### config.mk
export PLATFORM = sky130hd
export DESIGN_NAME = multicycle_ctrl
export DESIGN_NICKNAME = d
export VERILOG_FILES = /design/src/rtl/riscv_ctrl_pkg.sv /design/src/rtl/alu_op_decoder.sv /design/src/rtl/multicycle_ctrl.sv
export SDC_FILE = /design/constraint.sdc
export NUM_CORES = 1
export LEC_CHECK = 0
export ABC_CLOCK_PERIOD_IN_PS = 2550
export CAP_MARGIN = 10
export CORE_MARGIN = 2
export CORE_UTILIZATION = 44
export CTS_CLUSTER_DIAMETER = 200
export CTS_CLUSTER_SIZE = 30
export DETAILED_ROUTE_END_ITERATION = 7
export PLACE_DENSITY = 0.81
export SETUP_SLACK_MARGIN = 0.1
export SLEW_MARGIN = 20
export SYNTH_ARGS = -nofsm -noshare
export SYNTH_HDL_FRONTEND = slang
export SYNTH_HIERARCHICAL = 1
export SYNTH_SLANG_ARGS = --single-unit
### constraint.sdc
create_clock -name clk -period 2.55 [get_ports clk]
set_input_delay 0.6375 -clock clk [delete_from_list [all_inputs] [get_ports clk]]
set_output_delay 0.6375 -clock clk [all_outputs]
set_load 0.1 [all_outputs]
### src/rtl/riscv_ctrl_pkg.sv
// Shared types and encodings for the RV32I-subset multicycle controller.
package riscv_ctrl_pkg;

  typedef enum logic [3:0] {
    S_FETCH    = 4'd0,
    S_DECODE   = 4'd1,
    S_MEMADR   = 4'd2,
    S_MEMREAD  = 4'd3,
    S_MEMWB    = 4'd4,
    S_MEMWRITE = 4'd5,
    S_EXEC_R   = 4'd6,
    S_EXEC_I   = 4'd7,
    S_ALU_WB   = 4'd8,
    S_BRANCH   = 4'd9,
    S_TRAP     = 4'd10
  } state_t;

  localparam logic [6:0] OP_LOAD   = 7'b0000011;
  localparam logic [6:0] OP_STORE  = 7'b0100011;
  localparam logic [6:0] OP_R      = 7'b0110011;
  localparam logic [6:0] OP_IMM    = 7'b0010011;
  localparam logic [6:0] OP_BRANCH = 7'b1100011;

  localparam logic [2:0] ALU_ADD = 3'd0;
  localparam logic [2:0] ALU_SUB = 3'd1;
  localparam logic [2:0] ALU_XOR = 3'd2;
  localparam logic [2:0] ALU_SLL = 3'd3;
  localparam logic [2:0] ALU_NE  = 3'd4;

  localparam logic [1:0] SRCA_PC    = 2'b00;
  localparam logic [1:0] SRCA_OLDPC = 2'b01;
  localparam logic [1:0] SRCA_REGA  = 2'b10;
  localparam logic [1:0] SRCB_REGB  = 2'b00;
  localparam logic [1:0] SRCB_IMM   = 2'b01;
  localparam logic [1:0] SRCB_FOUR  = 2'b10;
  localparam logic [1:0] IMM_I      = 2'b00;
  localparam logic [1:0] IMM_S      = 2'b01;
  localparam logic [1:0] IMM_B      = 2'b10;
  localparam logic [1:0] RES_ALUOUT = 2'b00;
  localparam logic [1:0] RES_MEM    = 2'b01;
  localparam logic [1:0] RES_ALUY   = 2'b10;

  // Dispatch out of DECODE; unsupported opcode/funct3 combinations trap.
  function automatic state_t decode_next(input logic [6:0] opcode, input logic [2:0] funct3);
    state_t s;
    s = S_TRAP;
    case (opcode)
      OP_LOAD, OP_STORE: if (funct3 == 3'b010) s = S_MEMADR;
      OP_R:              s = S_EXEC_R;
      OP_IMM:            if (funct3 == 3'b000) s = S_EXEC_I;
      OP_BRANCH:         if (funct3 == 3'b001) s = S_BRANCH;
      default:           s = S_TRAP;
    endcase
    return s;
  endfunction

endpackage

### src/rtl/alu_op_decoder.sv
// R-type funct7/funct3 to ALU operation, with a legality flag for unsupported pairs.
module alu_op_decoder
  import riscv_ctrl_pkg::*;
(
  input  logic [6:0] funct7,
  input  logic [2:0] funct3,
  output logic [2:0] alu_ctrl,
  output logic       legal
);

  always_comb begin
    alu_ctrl = ALU_ADD;
    legal    = 1'b1;
    case ({funct7, funct3})
      {7'b0000000, 3'b000}: alu_ctrl = ALU_ADD;
      {7'b0100000, 3'b000}: alu_ctrl = ALU_SUB;
      {7'b0000000, 3'b100}: alu_ctrl = ALU_XOR;
      {7'b0000000, 3'b001}: alu_ctrl = ALU_SLL;
      default:              legal    = 1'b0;
    endcase
  end

endmodule

### src/rtl/multicycle_ctrl.sv
// Multicycle control FSM: sequences datapath enables and ALU control for lw/sw/R/addi/bne.
module multicycle_ctrl
  import riscv_ctrl_pkg::*;
#(
  parameter int INSTRET_W = 32
) (
  input  logic                 clk,
  input  logic                 rst,
  input  logic [31:0]          instr,
  input  logic                 alu_zero,
  input  logic                 mem_ready,
  output logic [2:0]           alu_ctrl,
  output logic [1:0]           alu_src_a,
  output logic [1:0]           alu_src_b,
  output logic [1:0]           imm_src,
  output logic [1:0]           result_src,
  output logic                 iord,
  output logic                 mem_read,
  output logic                 mem_write,
  output logic                 ir_write,
  output logic                 pc_write,
  output logic                 reg_write,
  output logic                 illegal,
  output logic [INSTRET_W-1:0] instret
);

  state_t               r_state, w_next;
  logic                 r_illegal;
  logic [INSTRET_W-1:0] r_instret;
  logic [6:0]           w_opcode;
  logic [2:0]           w_funct3;
  logic [2:0]           w_rop;
  logic                 w_rlegal;
  logic                 w_retire;
  logic                 w_mem_read, w_mem_write, w_ir_write, w_pc_write, w_reg_write;
  logic                 w_unused;

  assign w_opcode = instr[6:0];
  assign w_funct3 = instr[14:12];
  assign w_unused = ^{instr[24:15], instr[11:7]};

  alu_op_decoder u_alu_dec (
    .funct7   (instr[31:25]),
    .funct3   (w_funct3),
    .alu_ctrl (w_rop),
    .legal    (w_rlegal)
  );

  always_ff @(posedge clk or posedge rst) begin
    if (rst) r_state <= S_FETCH;
    else     r_state <= w_next;
  end

  always_comb begin
    w_next = r_state;
    case (r_state)
      S_FETCH:    if (mem_ready) w_next = S_DECODE;
      S_DECODE:   w_next = decode_next(w_opcode, w_funct3);
      S_MEMADR:   w_next = (w_opcode == OP_LOAD) ? S_MEMREAD : S_MEMWRITE;
      S_MEMREAD:  if (mem_ready) w_next = S_MEMWB;
      S_MEMWB:    w_next = S_FETCH;
      S_MEMWRITE: if (mem_ready) w_next = S_FETCH;
      S_EXEC_R:   w_next = w_rlegal ? S_ALU_WB : S_TRAP;
      S_EXEC_I:   w_next = S_ALU_WB;
      S_ALU_WB:   w_next = S_FETCH;
      S_BRANCH:   w_next = S_FETCH;
      S_TRAP:     w_next = S_TRAP;
      default:    w_next = S_TRAP;
    endcase
  end

  always_comb begin
    alu_ctrl    = ALU_ADD;
    alu_src_a   = SRCA_PC;
    alu_src_b   = SRCB_REGB;
    imm_src     = IMM_I;
    result_src  = RES_ALUOUT;
    iord        = 1'b0;
    w_mem_read  = 1'b0;
    w_mem_write = 1'b0;
    w_ir_write  = 1'b0;
    w_pc_write  = 1'b0;
    w_reg_write = 1'b0;
    w_retire    = 1'b0;
    case (r_state)
      S_FETCH: begin
        w_mem_read = 1'b1;
        alu_src_b  = SRCB_FOUR;
        result_src = RES_ALUY;
        w_ir_write = mem_ready;
        w_pc_write = mem_ready;
      end
      S_DECODE: begin
        alu_src_a = SRCA_OLDPC;
        alu_src_b = SRCB_IMM;
        imm_src   = IMM_B;
      end
      S_MEMADR: begin
        alu_src_a = SRCA_REGA;
        alu_src_b = SRCB_IMM;
        imm_src   = (w_opcode == OP_STORE) ? IMM_S : IMM_I;
      end
      S_MEMREAD: begin
        w_mem_read = 1'b1;
        iord       = 1'b1;
      end
      S_MEMWB: begin
        w_reg_write = 1'b1;
        result_src  = RES_MEM;
        w_retire    = 1'b1;
      end
      S_MEMWRITE: begin
        w_mem_write = 1'b1;
        iord        = 1'b1;
        w_retire    = mem_ready;
      end
      S_EXEC_R: begin
        alu_src_a = SRCA_REGA;
        alu_ctrl  = w_rop;
      end
      S_EXEC_I: begin
        alu_src_a = SRCA_REGA;
        alu_src_b = SRCB_IMM;
      end
      S_ALU_WB: begin
        w_reg_write = 1'b1;
        w_retire    = 1'b1;
      end
      S_BRANCH: begin
        alu_src_a  = SRCA_REGA;
        alu_ctrl   = ALU_NE;
        w_pc_write = ~alu_zero;
        w_retire   = 1'b1;
      end
      default: ;
    endcase
  end

  // Strobes are gated by rst so an asynchronous reset kills them immediately.
  assign mem_read  = w_mem_read  & ~rst;
  assign mem_write = w_mem_write & ~rst;
  assign ir_write  = w_ir_write  & ~rst;
  assign pc_write  = w_pc_write  & ~rst;
  assign reg_write = w_reg_write & ~rst;

  always_ff @(posedge clk or posedge rst) begin
    if (rst) begin
      r_illegal <= 1'b0;
      r_instret <= '0;
    end else begin
      if (w_next == S_TRAP) r_illegal <= 1'b1;
      if (w_retire)         r_instret <= r_instret + INSTRET_W'(1);
    end
  end

  assign illegal = r_illegal;
  assign instret = r_instret;

endmodule

* Word level (Yosys, flattened, before mapping)
Cells that the tools add are included.
** Word-level totals
- Bits in registers :: 37
- Latch bits :: 0
- Bits in writable memories :: 0
- Bits in read-only memories :: 0
- Input port bits :: 36
- Output and inout bits :: 50
- Logic and storage cells :: 67
- Memories :: 0
** Cells by class
- Add/sub/neg operators :: 1
- Multipliers :: 0
- Div/mod/pow operators :: 0
- Order comparisons :: 0
- Eq/ne operators :: 20
- Shifts and indexed selects :: 0
- Multiplexer cells :: 25
- Bitwise gates (word level) :: 7
- Reductions and logical operators :: 11
** Operators with widths (count)
- $add 32x1->32 const B :: 1
- $pmux 4 s8 :: 1
- $mux 4 :: 5
- $eq 4x3->1 const B :: 4
- $pmux 2 s2 :: 4
- $pmux 4 s4 :: 1
- $eq 7x6->1 const B :: 2
- $eq 4x4->1 const B :: 3
- $eq 10x1->1 const B :: 1
- $eq 10x3->1 const B :: 1
- $eq 10x9->1 const B :: 1
- $logic_not 10->1 :: 1
- $eq 4x2->1 const B :: 2
- $reduce_or 2->1 :: 4
- $reduce_or 4->1 :: 2
- $eq 7x2->1 const B :: 1
- $eq 7x5->1 const B :: 1
- $eq 7x7->1 const B :: 1
- $mux 1 :: 7
- $pmux 2 s3 :: 1
- $pmux 3 s2 :: 1
- $reduce_or 3->1 :: 2
- $and 1x1->1 :: 5
- $eq 4x1->1 const B :: 1
- other kinds (8) :: 11

* Logic depth before layout (Yosys ltp)
- Word-level depth :: 6
- Depth in mapped cells :: 7

* Modules after synthesis
The synthesis kept the hierarchy.
** By module, submodules not included
- multicycle_ctrl :: times used 1, cells each 215, area an instance 2080.7 um2, sequential area each 925.9 um2
- alu_op_decoder :: times used 1, cells each 10, area an instance 73.8 um2, sequential area each 0.0 um2

* Worst setup path before layout
No wires, ideal clock.
- Kind :: flip-flop to output port
- Start :: register r_state[2]
- End :: output port reg_write
- Data arrival time :: 5463 ps
- Data required time :: 1913 ps
- Path slack :: -3550 ps
- Stages on the path, launching flop included :: 4
- Path buffers :: 1
- Cells stage by stage :: dfrtp_1 -> clkbuf_1 -> nand2b_1 -> a2111oi_0
** Between the ends
- Longest elaborated chain between the ends :: 4
- Elaborated cells between the ends (all ways) :: 5
- Those cells by class :: 2 x eq/ne; 1 x mux; 1 x bitwise; 1 x reduce/logical
** Ends and longest elaborated chain
- start: declaration :: RTL line multicycle_ctrl.sv:27 : state_t r_state, w_next;
- start signal: assignment :: RTL line multicycle_ctrl.sv:51 : else r_state <= w_next;
- $eq 4x4->1 / $eq 4x3->1 (equally long branches) :: RTL line multicycle_ctrl.sv:85 : case (r_state)
- $reduce_or 2->1 (no source line) *
- $mux 1 * :: RTL line multicycle_ctrl.sv:85
- $and 1x1->1 * :: RTL line multicycle_ctrl.sv:144 : assign reg_write = w_reg_write & ~rst;
- end: declaration :: RTL line multicycle_ctrl.sv:22 : output logic reg_write,
Mark *: on every way between the ends. The rest lies on a longest branch, timed or not.

* Worst setup path in the final report
- Start :: input port instr[25]
- End :: output port alu_ctrl[1]
** Between the ends
- Longest elaborated chain between the ends :: 3
- Elaborated cells between the ends (all ways) :: 5
- Those cells by class :: 3 x eq/ne; 2 x mux
** Ends and longest elaborated chain
- start: declaration :: RTL line multicycle_ctrl.sv:9 : input logic [31:0] instr,
- $eq 10x1->1, or another cell as far along :: RTL line alu_op_decoder.sv:14 : case ({funct7, funct3})
- $pmux 2 s3 * :: RTL line alu_op_decoder.sv:14
- named net w_rop[1] :: RTL line multicycle_ctrl.sv:32 : logic [2:0] w_rop;
- $pmux 3 s2 * :: RTL line multicycle_ctrl.sv:85
- end: declaration :: RTL line multicycle_ctrl.sv:12 : output logic [2:0] alu_ctrl,
Mark *: on every way through the listed nets, which the timed path passes. The rest lies on a longest branch.

==> metrics.txt <==
status=finished clean; Final Power=3.57 mW; Relative slew margins=65.2%; R2R Path Start=r_state[1]; port bufs=70; largest net degree at the start of global routing=38; H-tree depth=2; # diodes=0; syn nets=262; max-slew violations=0; Synth async-reset ratio=100%; Synth Instances=225; largest cells by area after synthesis=dfrtp_1 43%, xnor2_1 8.1%, xor2_1 6.1%; syn avg cell area=9.58 um2; I/O Pins=86; DRC viols=0; Hold Fails Final Rpt=0; Root Driver=clkbuf_8; Initial Util=45.6%; grt ovf=0; FP Rows=25; layout cells sized above 1=40.7%; critical path class=in2out; Clock Latency Late Sink=290 ps; fin nets=358; RSZ-0062 raised after global routing=true; Reg2Reg Capture Point=instret[16]; DR vias/cell=5.10; period utilisation layout=95.8%; Routed WL=5510 um; worst vdd ir=1080 uV; minimum clock period=2440 ps; CTS tree=done; Post-DP HPWL=4120 um; met1 WL=2390 um; Pleak=1.60 nW; Global Route Usage Sum=20.9%; Max Freq=410 MHz; top-area cell type share of the netlist area=43.0%; Die Y=74.0 um; routed wl met3=219 um; r2r setup slk=440 ps; synthesized area=2150 um2; 1st-iter DRT viols=96; initial antenna violation count=0; Setup crit start=instr[25]; Seq cells post-synth=37; final core utilization=73.2%; crit path to=alu_ctrl[1]; Clock Path Buffers=2; RD Place Congestion=0.801; register area share after synthesis=43.0%; first-pass GRT wire length=8850 um; worst hold path type=reg2reg; Clock Skew=5.30 ps; post-synthesis cell type count=48; max-cap violations=0; warnings from Yosys=6; vias in the first global route=1918; CTS Buf Count=5; R2R depth=7; die area=5470 um2; core area=4720 um2; Post-synth top flop=dfrtp_1; clock slew at reported path FFs=70 ps; clock sinks=37; remaining antenna violation count after routing=0; Worst Tran Pin Value=521 ps; die width=74.0 um; Synth area leader=dfrtp_1; vias=1983; Crit path required time=1910 ps; hold_buf cts=0; synth-to-layout area growth=60.4%; Post-synth EDFFs=0; routed length per instance=14.2 um; Top Layer Used=met4; Crit path arrival time=1800 ps; CP startpoint kind=input pin; FILL cells=344; total iterations of the first detailed-routing run=4; crit path capture type=output pin; count of final setup violators=0; worst-path maximum fanout=3; Pwr Density=1030 nW/um2; met2 WL=2840 um
==> final cells by class <==
cell class	instances	area (um2)	area share, %
Inverter	3	11.3	0.326
Clock inverter	2	10.0	0.290
Tap cell	67	83.8	2.43
Timing Repair Buffer	99	982	28.4
Sequential cell	37	930	26.9
Clock buffer	6	72.6	2.10
Multi-Input combinational cell	175	1370	39.5
==> report_power, final <==
part           switching, mW  internal [mW]  total [mW]
registers              0.114          0.667       0.781
clock network          0.198          0.189       0.387
logic                   1.57          0.830        2.40
==> how the worst min path moves through the flow <==
stage                     start  slack [ps]  cells past startpoint           to
finish              instret[31]         480                      1  instret[31]
global route            illegal         500                      1      illegal
CTS                 instret[31]         490                      1  instret[31]
detailed placement      illegal         460                      1      illegal
global placement        illegal         460                      1      illegal
floorplan            r_state[3]         650                      2   r_state[3]
==> state kept, by name, indices dropped and copies added (netlist names) <==
signal and cells:
illegal 1, r_state 4, instret 32
==> logic make-up after synthesis <==
family | share of synthesized area [%]
adders and majority gates | 1.05
xor gates and xnor gates | 14.2
and+or+nand+nor | 32.1
AOI/OAI and AO/OA | 5.92
buffers and inverters | 2.61
muxes | 0.987
other | 0.174
DFF | 43.0
==> stage by stage <==
step / setup slack [ps] / TNS [ps] / hold WS (ps) / cell area (um2) / std cells
2_1_floorplan: -678 / -1340 / 655 / 2310 / 225
3_3_place_gp: -288 / -839 / 463 / 3250 / 370
3_5_place_dp: -293 / -863 / 461 / 3250 / 370
4_1_cts: 41.3 / 0 / 486 / 3360 / 381
5_1_grt: 76.5 / 0 / 502 / 3460 / 389
6_report: 108 / 0 / 479 / 3460 / 389
==> worst max-delay path: stages <==
cell and delay, ps:
buf_6 90, or4_4 560, nor4_4 150, and2_4 190
buf_12 170
==> Yosys cell counts (4+ instances only) <==
| cell type | instances |
|---|---|
| nor3_1 | 6 |
| nor4_1 | 5 |
| xnor2_1 | 20 |
| nand2b_1 | 5 |
| nor3b_1 | 5 |
| a21oi_1 | 4 |
| o21ai_0 | 6 |
| xor2_1 | 15 |
| clkbuf_1 | 5 |
| nand2_1 | 22 |
| nor2_1 | 20 |
| and3_1 | 5 |
| dfrtp_1 | 37 |
| nand3_1 | 10 |
| and2_1 | 4 |
| nand4_1 | 8 |
==> layout by cell type (no fill, tap or decap), drive strengths merged, types with 5 or more instances in the layout <==
cell type,n
nor2,23
and3,5
o21ai,7
buf,81
nand3,10
nor3,8
nor3b,5
nand2,22
clkbuf,11
nor4,6
xor2,15
nand4,10
dfrtp,37
nand2b,5
xnor2,20
==> routing by layer <==
layer  GRT usage (%)  vias to the layer above
li1                -                      978
met1            26.5                      954
met2            35.2                       45
met3            5.83                        6
met4            5.86                        0
met5               0                        -
==> repair_timing <==
action                     4_1_cts  5_1_grt
gates cloned                     0        0
pin swaps                        7        4
gates resized for setup         29       21
setup buffers                    3        8
setup endpoints to repair        5        7
No activity file was read; power rests on OpenSTA's default activity.
